## config.mk

```make
export PLATFORM = sky130hd
export DESIGN_NAME = ir_nec_tx
export DESIGN_NICKNAME = d
export VERILOG_FILES = /design/src/rtl/ir_pkg.sv /design/src/rtl/ir_unit_timer.sv /design/src/rtl/ir_nec_tx.sv
export SDC_FILE = /design/constraint.sdc
export NUM_CORES = 1
export LEC_CHECK = 0
export CAP_MARGIN = 20
export CORE_ASPECT_RATIO = 1.2
export CORE_MARGIN = 2
export CORE_UTILIZATION = 35
export DETAILED_ROUTE_END_ITERATION = 16
export PLACE_DENSITY = 0.49
export SLEW_MARGIN = 20
export SYNTH_ARGS = -nofsm -noshare
export SYNTH_HDL_FRONTEND = slang
export SYNTH_SLANG_ARGS = --single-unit
```

## constraint.sdc

```tcl
create_clock -name CLK_50M -period 3.6 [get_ports CLK_50M]
set_input_delay 0.72 -clock CLK_50M [delete_from_list [all_inputs] [get_ports CLK_50M]]
set_output_delay 0.72 -clock CLK_50M [all_outputs]
set_load 0.005 [all_outputs]
```

## src/rtl/ir_pkg.sv

```systemverilog
// Shared types and NEC timing constants for the IR NEC transmitter.
package ir_pkg;

  typedef enum logic [2:0] {
    IDLE       = 3'd0,
    LEAD_MARK  = 3'd1,
    LEAD_SPACE = 3'd2,
    BIT_MARK   = 3'd3,
    BIT_SPACE  = 3'd4,
    STOP_MARK  = 3'd5,
    DONE       = 3'd6
  } ir_state_t;

  localparam int DEF_UNIT_CYCLES     = 28125;
  localparam int DEF_UNIT_CNT_WIDTH  = 15;

  localparam int NEC_LEAD_MARK_UNITS  = 16;
  localparam int NEC_LEAD_SPACE_UNITS = 8;
  localparam int NEC_REP_SPACE_UNITS  = 4;
  localparam int NEC_BIT_MARK_UNITS   = 1;
  localparam int NEC_ONE_SPACE_UNITS  = 3;
  localparam int NEC_ZERO_SPACE_UNITS = 1;
  localparam int NEC_STOP_MARK_UNITS  = 1;
  localparam int NEC_FRAME_BITS       = 32;

  // Frame payload in transmit order (LSB leaves first).
  function automatic logic [31:0] nec_payload(input logic [7:0] addr, input logic [7:0] cmd);
    return {~cmd, cmd, ~addr, addr};
  endfunction

endpackage

```

## src/rtl/ir_unit_timer.sv

```systemverilog
// Free-running NEC time-unit counter; unit_tick marks the last cycle of each unit.
module ir_unit_timer
  import ir_pkg::*;
#(
  parameter int UNIT_CYCLES = DEF_UNIT_CYCLES,
  parameter int CNT_WIDTH   = DEF_UNIT_CNT_WIDTH
) (
  input  logic clk,
  input  logic reset,
  input  logic clear,
  output logic unit_tick
);

  localparam logic [CNT_WIDTH-1:0] LAST = CNT_WIDTH'(UNIT_CYCLES - 1);

  logic [CNT_WIDTH-1:0] cnt;

  assign unit_tick = (cnt == LAST);

  // In-unit cycle counter, restarted on every segment entry.
  always_ff @(posedge clk) begin
    if (reset || clear) begin
      cnt <= {CNT_WIDTH{1'b0}};
    end else if (unit_tick) begin
      cnt <= {CNT_WIDTH{1'b0}};
    end else begin
      cnt <= cnt + CNT_WIDTH'(1);
    end
  end

endmodule

```

## src/rtl/ir_nec_tx.sv

```systemverilog
// NEC IR frame encoder: leader, 32 LSB-first data bits, stop mark, with carrier gating.
// The repeat request port is named repeat_frame because "repeat" is a reserved word.
module ir_nec_tx
  import ir_pkg::*;
#(
  parameter int UNIT_CYCLES      = DEF_UNIT_CYCLES,
  parameter int UNIT_CNT_WIDTH   = DEF_UNIT_CNT_WIDTH,
  parameter int LEAD_MARK_UNITS  = NEC_LEAD_MARK_UNITS,
  parameter int LEAD_SPACE_UNITS = NEC_LEAD_SPACE_UNITS,
  parameter int REP_SPACE_UNITS  = NEC_REP_SPACE_UNITS
) (
  input  logic       CLK_50M,
  input  logic       reset,
  input  logic       CLK_38K,
  input  logic       start,
  input  logic       repeat_frame,
  input  logic [7:0] addr,
  input  logic [7:0] cmd,
  output logic       busy,
  output logic       done,
  output logic       mark,
  output logic       ir_out
);

  ir_state_t   state, state_next;
  logic [31:0] shreg;
  logic        rep;
  logic [4:0]  bit_idx;
  logic [4:0]  units;
  logic [4:0]  seg_len;
  logic        seg_last;
  logic        unit_tick;
  logic        timer_clear;

  ir_unit_timer #(
    .UNIT_CYCLES (UNIT_CYCLES),
    .CNT_WIDTH   (UNIT_CNT_WIDTH)
  ) u_timer (
    .clk       (CLK_50M),
    .reset     (reset),
    .clear     (timer_clear),
    .unit_tick (unit_tick)
  );

  // Segment length lookup and next-state decision.
  always_comb begin
    seg_len    = 5'(NEC_BIT_MARK_UNITS);
    state_next = state;
    case (state)
      LEAD_MARK:  seg_len = 5'(LEAD_MARK_UNITS);
      LEAD_SPACE: if (rep) seg_len = 5'(REP_SPACE_UNITS); else seg_len = 5'(LEAD_SPACE_UNITS);
      BIT_SPACE:  if (shreg[0]) seg_len = 5'(NEC_ONE_SPACE_UNITS); else seg_len = 5'(NEC_ZERO_SPACE_UNITS);
      STOP_MARK:  seg_len = 5'(NEC_STOP_MARK_UNITS);
      default:    seg_len = 5'(NEC_BIT_MARK_UNITS);
    endcase
    seg_last = unit_tick && (units == (seg_len - 5'd1));

    case (state)
      IDLE:       if (start) state_next = LEAD_MARK; else state_next = IDLE;
      LEAD_MARK:  if (seg_last) state_next = LEAD_SPACE; else state_next = LEAD_MARK;
      LEAD_SPACE: begin
        if (!seg_last)  state_next = LEAD_SPACE;
        else if (rep)   state_next = STOP_MARK;
        else            state_next = BIT_MARK;
      end
      BIT_MARK:   if (seg_last) state_next = BIT_SPACE; else state_next = BIT_MARK;
      BIT_SPACE: begin
        if (!seg_last)                                  state_next = BIT_SPACE;
        else if (bit_idx == 5'(NEC_FRAME_BITS - 1))     state_next = STOP_MARK;
        else                                            state_next = BIT_MARK;
      end
      STOP_MARK:  if (seg_last) state_next = DONE; else state_next = STOP_MARK;
      DONE:       state_next = IDLE;
      default:    state_next = IDLE;
    endcase

    timer_clear = (state == IDLE) || (state_next != state);
  end

  // State, frame data and registered outputs.
  always_ff @(posedge CLK_50M) begin
    if (reset) begin
      state   <= IDLE;
      shreg   <= 32'd0;
      rep     <= 1'b0;
      bit_idx <= 5'd0;
      units   <= 5'd0;
      busy    <= 1'b0;
      done    <= 1'b0;
      mark    <= 1'b0;
      ir_out  <= 1'b0;
    end else begin
      state  <= state_next;
      busy   <= (state_next != IDLE) && (state_next != DONE);
      done   <= (state_next == DONE);
      mark   <= (state_next == LEAD_MARK) || (state_next == BIT_MARK) || (state_next == STOP_MARK);
      ir_out <= mark & CLK_38K;

      if (state == IDLE && start) begin
        shreg   <= nec_payload(addr, cmd);
        rep     <= repeat_frame;
        bit_idx <= 5'd0;
        units   <= 5'd0;
      end else if (seg_last) begin
        units <= 5'd0;
        if (state == BIT_SPACE) begin
          shreg   <= shreg >> 1;
          bit_idx <= bit_idx + 5'd1;
        end else begin
          bit_idx <= bit_idx;
        end
      end else if (unit_tick) begin
        units <= units + 5'd1;
      end else begin
        units <= units;
      end
    end
  end

endmodule

```

After elaboration in Yosys (flattened, before gate mapping)
Cells that the tools add are included.
Storage, ports and cells
  flip-flop bits (word level): 65
  latch bits: 0
  RAM bits: 0
  memory bits (read-only): 0
  input port bits: 21
  output and inout port bits: 4
  logic and storage cells: 62
  memories: 0
Operators by class
  add/subtract/negate cells: 4
  multipliers: 0
  div/mod/pow operators: 0
  $lt $le $gt $ge: 0
  equality and inequality tests: 14
  shift operators: 0
  mux-type cells: 15
  bitwise logic cells: 3
  reductions and logical operators: 16
Operators with widths (number)
  two-way mux 32 bit: 3
  one-hot mux 3 bit (6 select lines): 1
  inverter 8 bit: 2
  adder 15 x 1 -> 15 bit (second input constant): 1
  == test 15 bit (second input constant): 1
  two-way mux 3 bit: 5
  one-hot mux 5 bit (3 select lines): 1
  == test 3 bit (second input constant): 4
  adder 5 x 1 -> 5 bit (second input constant): 2
  == test 3 x 2 -> 1 bit (second input constant): 3
  == test 3 x 1 -> 1 bit (second input constant): 2
  two-way mux 2 bit: 3
  == test 5 bit: 1
  == test 5 bit (second input constant): 1
  subtractor 5 x 1 -> 5 bit (second input constant): 1
  logical OR 1 bit: 4
  two-way mux 4 bit: 1
  AND reduction 2 bit: 2
  nonzero test 2 bit: 2
  OR reduction 2 bit: 2
  logical AND 1 bit: 3
  logical NOT 3 bit: 1
  != test 3 bit: 1
  != test 3 bit (second input constant): 1
  other kinds (4): 4

Logic depth before layout (Yosys ltp)
  depth after elaboration: 11
  depth in mapped cells: 12
  depth with buffers taken out: 9

Hierarchy
From an unflattened synthesis, not the netlist that was laid out.
Unflattened totals
  cells, all modules: 368
  area total of the unflattened synthesis: 3218.1 sq um
Modules (own cells, without submodules)
  ir_nec_tx: times used 1, cells each 288, area an instance 2528.7 sq um, sequential area each 1001.0 sq um
  ir_unit_timer: times used 1, cells each 80, area an instance 689.4 sq um, sequential area each 300.3 sq um

Worst setup path after synthesis
Ideal clock, no wire load.
  path type: flip-flop to flip-flop
  start: register state[2]
  end: register busy
  setup time: 115 ps
  data arrival time: 2428 ps
  data required time: 3485 ps
  setup slack: 1057 ps
  stages on the path, launching flop included: 10
  path buffers: 1
  period minus slack after synthesis: 2543 ps
  cell sequence: dfxtp_1 clkbuf_1 nor2_1 ha_1 nor4b_1 a211oi_2 xor2_1 and3_2 mux2_2 o21ba_2
On the way
  cells in the longest elaborated chain, start to end: 9
  elaborated cells between the ends (all ways): 19
  classes of those cells: 1 x add/sub; 7 x eq/ne; 7 x mux; 4 x reduce/logical
RTL lines
  from (decl): RTL line ir_nec_tx.sv:25  | ir_state_t state, state_next;
  from (signal assigned): RTL line ir_nec_tx.sv:93  | state <= state_next;
  == test 3 bit, or another cell as far along: RTL line ir_nec_tx.sv:49, ir_nec_tx.sv:58
  one-hot mux 5 bit (3 select lines): RTL line ir_nec_tx.sv:49  | case (state)
  subtractor 5 x 1 -> 5 bit: RTL line ir_nec_tx.sv:56  | seg_last = unit_tick && (units == (seg_len - 5'd1));
  == test 5 bit: RTL line ir_nec_tx.sv:56
  logical AND 1 bit: RTL line ir_nec_tx.sv:56
  two-way mux 2 bit, or another cell as far along: RTL line ir_nec_tx.sv:60, ir_nec_tx.sv:72
  one-hot mux 3 bit (6 select lines) *: RTL line ir_nec_tx.sv:58  | case (state)
  != test 3 bit / nonzero test 3 bit (equally long branches): RTL line ir_nec_tx.sv:94  | busy <= (state_next != IDLE) && (state_next != DONE);
  logical AND 1 bit *: RTL line ir_nec_tx.sv:94
  to (signal assigned): RTL line ir_nec_tx.sv:94
  to (decl): RTL line ir_nec_tx.sv:19  | output logic busy,
Every way passes the cells marked *; elsewhere a longest branch is shown, timed or not.
A chain may end at the register's enable or synchronous reset.

Worst setup path in the final report
  start: register state[2]
  end: register shreg[10]
On the way
  cells in the longest elaborated chain, start to end: 7
  elaborated cells between the ends (all ways): 13
  classes of those cells: 1 x add/sub; 4 x eq/ne; 2 x mux; 6 x reduce/logical
RTL lines
  == test 3 bit, or another cell as far along: RTL line ir_nec_tx.sv:49, ir_nec_tx.sv:106
  one-hot mux 5 bit (3 select lines): RTL line ir_nec_tx.sv:49
  subtractor 5 x 1 -> 5 bit: RTL line ir_nec_tx.sv:56
  == test 5 bit: RTL line ir_nec_tx.sv:56
  logical AND 1 bit: RTL line ir_nec_tx.sv:56
  nonzero test 2 bit (no source line)
  AND reduction 2 bit (no source line)
  to (signal assigned): RTL line ir_nec_tx.sv:100  | shreg <= nec_payload(addr, cmd);
  to (signal assigned): RTL line ir_nec_tx.sv:107  | shreg <= shreg >> 1;
  to (decl): RTL line ir_nec_tx.sv:26  | logic [31:0] shreg;
Several ways; a longest one is shown, not always the timed one.

==> impl_metrics.ini <==
[outcome]
outcome = finished, final reports clean

[yosys]
netlist_area_mm2 = 0.00324
ys_seq_area_share_pct = 40.2
ys_ff_latch = 65
synth_area_leaders = dfxtp_1, nor2_1, a211oi_2, mux2_4, nor3_1
synthArstFlopShare_pct = 0
synth.avg_cell_area_um2 = 9.43
synth_common_cells = nor2_1, dfxtp_1, nor3_1, a211oi_2
yosysMostFrequentCell = nor2_1
yosysTopAreaCellShare_pct = 40.2
synth_top_cell_by_area = dfxtp_1
synth_edf_count = 0
netlist_instances = 343
ys_types = 50
syn_nets = 370
yosysWarnings = 0
ys.flop_type = dfxtp_1

[worst_setup_path]
worstSetupStartpointType = flop
critPathMaxFanout = 18
crit_slowest_cell = dfxtp_1
worst_ep_arrival_time_ns = 3.36
worstSetupPathType = reg -> reg
critical_path_buf_inv_count = 1
crit_start = state[2]$_SDFF_PP0_
reg2regPathDepth = 9
required_ns = 3.86
crit_top_cell = a211oi_2
cp.depth = 9
r2r-start = state[2]$_SDFF_PP0_
endpoint_kind = flop
cpPeakStageDelay_ns = 0.59
rrSetupSlack_ns = 0.50
crit_chain = nor2_1 > ha_1 > nor4b_1 > a211oi_2 > xor2_1 > nand3_2 > buf_4 > mux2_4 > a211oi_2
cp_top_family = simple AND/OR/NAND/NOR gates

[timing]
worst_pin_slew_ns = 0.982
finClkSkew_ns = 0.00624
holdWs_ns = 0.475
setup-violations-final = 0
max_slew_margin_pct = 34.5
final-hold-violation-count = 0
clock.fmax_ghz = 0.322
fin_crit_ns = 3.10
setup-tns-final_ns = 0
fin_ws_ns = 0.498
slew_violations = 0
fin_crit_sh_pct = 86.2
rsz0062_at_grt = false

[clock_tree]
cts_setup_buffers = 0
hold_buffers = 0
clockBufferDepth = 2
clock-root-buffer = clkbuf_8
clk_pin_slew_ns = 0.07
cts_tree = built
clock-sinks = 65
cts_buffers = 9
clk_latency_ns = 0.35
cts-resized-gates = 0
htree_levels = 3

[final_layout]
antenna_cells = 0
drive_gt1_share_pct = 18.2
areaGrowthSynthToFinish_pct = 13.8
fin_nets = 385

[drt]
via_per_inst = 5.03
ant_nets = 0
post-route-drc-count = 0
drtPass1Iterations = 4
vias = 2423
drtIter0Drc = 79
wl_um = 6460
routedWlPerCell_um = 13.4

[floorplan]
start_util_pct = 35.8
core_mm2 = 0.00903
fp.dieArea_mm2 = 0.0100
ioPinCount = 25
dieWidth_um = 91.8
dieHeight_um = 109
num_rows = 38

[pwr]
leakage_uw = 0.00134
switching_share_pct = 25.4
pwr-share-comb_pct = 12.4
seq_power_share_pct = 51.7
switchingPower_uw = 376
p_int_uw = 1100
vdd_ir_drop_max_uv = 162
p_clk_share_pct = 35.9
p_per_area_mw_per_mm2 = 402

[placed_design]
pre_cts_slack_ns = 0.520
dp_hpwl_um = 4250
io_buffers = 24
place.gp.congestion = 0.840

[min_path]
hp-start = bit_idx[3]$_SDFFE_PP0P_
hold_path.class = reg -> reg
hold_depth = 2

[global_route]
grt_pass1_wl_um = 11100
antenna_found_initial = 0
grt.total_usage_pct = 14.3
grt_max_degree = 61
grt_pass1_vias = 2356
grt-ovfl-total = 0

[flow_run]
maxCapViolations = 0
==> state kept, by name (all words and copies together) (netlist names) <==
signal / cells
shreg: 32
u_timer.cnt: 15
bit_idx: 5
units: 5
state: 3
busy: 1
done: 1
ir_out: 1
mark: 1
rep: 1
==> cell usage in the layout (no fill, tap or decap), types with 3 or more instances in the layout <==
master and count:
buf_4 4, mux2_4 10, mux2_2 5, clkdlybuf4s50_1 23, inv_1 6, a211oi_2 14
mux2i_1 4, nor2_1 70, nor3b_1 3, a2111oi_0 11, xor2_1 13, dfxtp_1 65
nor3_1 24, a211oi_1 3, clkbuf_8 10, nand2_1 13, nand4_1 4, ha_1 6
nand3_1 10, a2111oi_2 5, and3_1 5, a21oi_1 8, xnor2_1 10
==> metal layers <==
layer	up-vias	GRT usage [%]	share of wire, %
li1	1250	-	-
met1	1127	17.4	47
met2	41	22.8	47
met3	5	5.41	5.0
met4	0	5.76	1.3
met5	-	0	0
==> worst register-to-register path, cell delays in order (launching register included) <==
cell	delay, ns
dfxtp_1	0.59
nor2_1	0.14
ha_1	0.31
nor4b_1	0.37
a211oi_2	0.09
xor2_1	0.28
nand3_2	0.42
buf_4	0.33
mux2_4	0.30
a211oi_2	0.18
==> through the flow <==
stage                     util (%)  cells  power, µW  instance area, µm²
final                         40.8    482       1480                3680
after global routing          40.8    482       1570                3680
after CTS                     40.8    482       1510                3680
after detailed placement      39.0    467        968                3520
after global placement        39.0    467        967                3520
after floorplan                  -    343        912                3240
==> worst paths after layout <==
| check | to |
|---|---|
| worst max register to register | shreg[10]$_SDFFE_PP0P_ |
| worst max-delay path | shreg[10]$_SDFFE_PP0P_ |
| worst min register to register | bit_idx[3]$_SDFFE_PP0P_ |
| worst min-delay path | bit_idx[3]$_SDFFE_PP0P_ |
==> final cells by class <==
class                   instances  area, µm²
fillers                       910       5350
clock buffers                  12        145
repair buffers                 30        305
multi-input cells             246       1740
well taps                     120        150
inverters                       6       22.5
clock inverters                 3       17.5
flip-flops and latches         65       1300
==> power by group through the flow <==
| stage | logic [µW] | clock network [µW] | registers, µW |
|---|---|---|---|
| 2_1_floorplan | 134 | 0 | 778 |
| 3_3_place_gp | 186 | 0 | 781 |
| 3_5_place_dp | 186 | 0 | 782 |
| 4_1_cts | 187 | 562 | 765 |
| 5_1_grt | 205 | 599 | 769 |
| 6_report | 184 | 532 | 765 |
==> cells by family after synthesis <==
| family | count (synthesis) | synth area share (%) |
|---|---|---|
| AND/OR/NAND/NOR | 144 | 21.3 |
| multiplexers | 19 | 7.62 |
| adder cells (fa/ha/maj) | 6 | 2.32 |
| XOR/XNOR | 23 | 6.23 |
| AO/OA/AOI/OAI | 54 | 16.3 |
| flip-flops | 65 | 40.2 |
| buffers and inverters | 32 | 5.99 |
(Power assumes the default switching activity.)
==> edit (same flow settings) <==
Re-encode `ir_state_t` (7 states) as Gray code, 3 bits wide.
--- a/src/rtl/ir_pkg.sv
+++ b/src/rtl/ir_pkg.sv
@@ -2,13 +2,13 @@
 package ir_pkg;
 
   typedef enum logic [2:0] {
-    IDLE       = 3'd0,
-    LEAD_MARK  = 3'd1,
-    LEAD_SPACE = 3'd2,
-    BIT_MARK   = 3'd3,
-    BIT_SPACE  = 3'd4,
-    STOP_MARK  = 3'd5,
-    DONE       = 3'd6
+    IDLE       = 3'b000,
+    LEAD_MARK  = 3'b001,
+    LEAD_SPACE = 3'b011,
+    BIT_MARK   = 3'b010,
+    BIT_SPACE  = 3'b110,
+    STOP_MARK  = 3'b111,
+    DONE       = 3'b101
   } ir_state_t;
 
   localparam int DEF_UNIT_CYCLES     = 28125;
Function: no difference found for any inputs over 10 cycles, from zero or initial values and one cycle with reset high; not proved beyond that.
==> edit against the original RTL <==
Sequential cell count did not move. Sequential share of layout area rose by 0.99 points. Area after synthesis fell by 4.6%. Wire length fell by 5.4%. Largest cell class unchanged. Total power fell by 2.5%. Global-route usage fell by 0.65 points. Design area fell by 2.7%. Sequential power barely moved. Setup slack improved by 0.048 ns. Combinational power fell by 32%. Clock power rose by 4%. Count of clock-buffer cells in the layout fell by 1. Critical path depth rose by 2. Largest power group unchanged.
==> edit: results (changes against the original RTL) <==
status: completed
top cells by area, synth: dfxtp_1 (42%), nor2_1 (7.9%), mux2i_1 (5.8%)
total routing usage reported by global routing: 13.6% (-0.65 points)
largest net degree at the start of global routing: 50 (-18%)
final WL: 6110 um (-5.4%)
Syn Nets: 366 (-1.1%)
dpl cells: 468 (+0.21%)
Crit-path slowest cell: dfxtp_1
IO buf count: 24 (unchanged)
sequential area share after synthesis: 42.2% (+1.9 points)
Worst Reg2Reg Path Length in Cells: 11 (+2)
Root Driver: clkbuf_8
Worst path max stage delay: 0.49 ns (-0.10 ns)
Net count, final: 389 (+1.0%)
hold endpoint: ir_out
worst r2r src: state[2]
initial antenna violation count: 0 (unchanged)
vias in the first global route: 2,261 (-4.0%)
most instantiated cells after synthesis: dfxtp_1 (65), nor2_1 (65), nand2_1 (26)
total leakage power: 1.24 nW (-7.3%)
share of layout cells above drive strength 1: 11.2% (-7.1 points)
max_slew headroom: 48.0% (+13 points)
vias per cell: 4.81 (-4.4%)
Post-DP HPWL: 4040 um (-4.9%)
final cell count without fillers: 484 (+0.41%)
total CTS buffers: 9 (unchanged)
YS warnings: 0 (unchanged)
r2r setup slk: 0.55 ns (+0.05 ns)
hold path start: mark
Clock Skew: 0.0156 ns (+0.00938 ns)
clock buffer depth: 2 (unchanged)
RD Place Congestion: 0.839 (-0.12%)
# hold bufs at CTS: 0 (unchanged)
first-pass GRT wire length: 10,700 um (-3.7%)
layout filler cell count: 858 (-5.7%)
worst slack, placed: 0.557 ns (+0.0373 ns)
CP Max Fanout: 15 (-3)
Critical R2R Capture: u_timer.cnt[5]
DRC marker count from the first detailed-route iteration: 98 (+24%)
CTS H-tree lvls: 3 (unchanged)
Synth cell types: 45 (-10%)
clk_lat worst skew: 0.34 ns
maximum vdd drop: 0.000159 V (-2.2%)
ANT cells: 0 (unchanged)
Post-Syn Instances: 339 (-1.2%)
Worst-path clk slew: 0.08 ns
# resized after CTS: 0 (unchanged)
==> edit: cell count changes in the layout (fill, tap and decap cells not counted), moves of 5 or more <==
cell,delta
mux2i_1,+14
a21oi_1,+14
a2111oi_0,-11
a211oi_2,-14
a211oi_1,+12
a2111oi_2,-5
nor2_1,-5
mux2_2,+10
mux2_4,-10
nand2_1,+13
nor3_1,-19
==> edit: worst max-delay path, delay by kind of cell (launching register included) <==
family | cells | cell delay, ns
compound gates | 2 | 0.69
xor+xnor | 2 | 0.36
fa+ha+maj | 1 | 0.25
buf+inv | 1 | 0.16
flops | 1 | 0.49
simple gates | 5 | 0.98
==> edit: per-stage QoR <==
| stage | hold WS, ns | instance area [sq um] |
|---|---|---|
| floorplan | 0.430 | 3090 |
| global placement | 0.432 | 3410 |
| detailed placement | 0.439 | 3410 |
| CTS | 0.435 | 3580 |
| global route | 0.468 | 3580 |
| finish | 0.432 | 3580 |
==> edit: area by class of cell <==
| cell class | count | area [sq um] | area share, % |
|---|---|---|---|
| sequential | 65 | 1300 | 36.3 |
| tap | 117 | 146 | 4.09 |
| clock buffer | 11 | 141 | 3.95 |
| inverter | 6 | 22.5 | 0.628 |
| timing repair buffer | 29 | 290 | 8.10 |
| clock inverter | 5 | 31.3 | 0.873 |
| multi-input combinational | 251 | 1650 | 46.1 |
==> edit: cell families after synthesis <==
family / share of synthesized area (%)
buffers and inverters: 4.38
AO/OA/AOI/OAI: 11.9
XOR/XNOR: 6.53
flip-flops: 42.2
multiplexers: 11.3
adder cells (fa/ha/maj): 2.43
AND/OR/NAND/NOR: 21.3
==> edit: layer usage <==
metal / track usage (%) / wire length, um
met1: 18.1 / 3080
met2: 20.5 / 2650
met3: 2.95 / 209
met4: 7.80 / 170
met5: 0 / 0
==> edit: power breakdown <==
| group | total, mW | leakage, nW | switching (mW) | internal, mW |
|---|---|---|---|---|
| logic | 0.125 | 0.622 | 0.0616 | 0.0636 |
| registers | 0.766 | 0.531 | 0.0177 | 0.748 |
| clock network | 0.552 | 0.0891 | 0.286 | 0.266 |
==> edit: how the worst max path moves through the flow <==
stage / slack, ns / from / endpoint / depth (start not counted)
after floorplan: 0.81 / state[1] / shreg[27] / 13
after global placement: 0.64 / state[2] / u_timer.cnt[10] / 11
after detailed placement: 0.56 / state[2] / u_timer.cnt[3] / 11
after CTS: 0.52 / state[2] / u_timer.cnt[5] / 11
after global routing: 0.17 / state[2] / u_timer.cnt[5] / 11
final: 0.55 / state[2] / u_timer.cnt[5] / 11
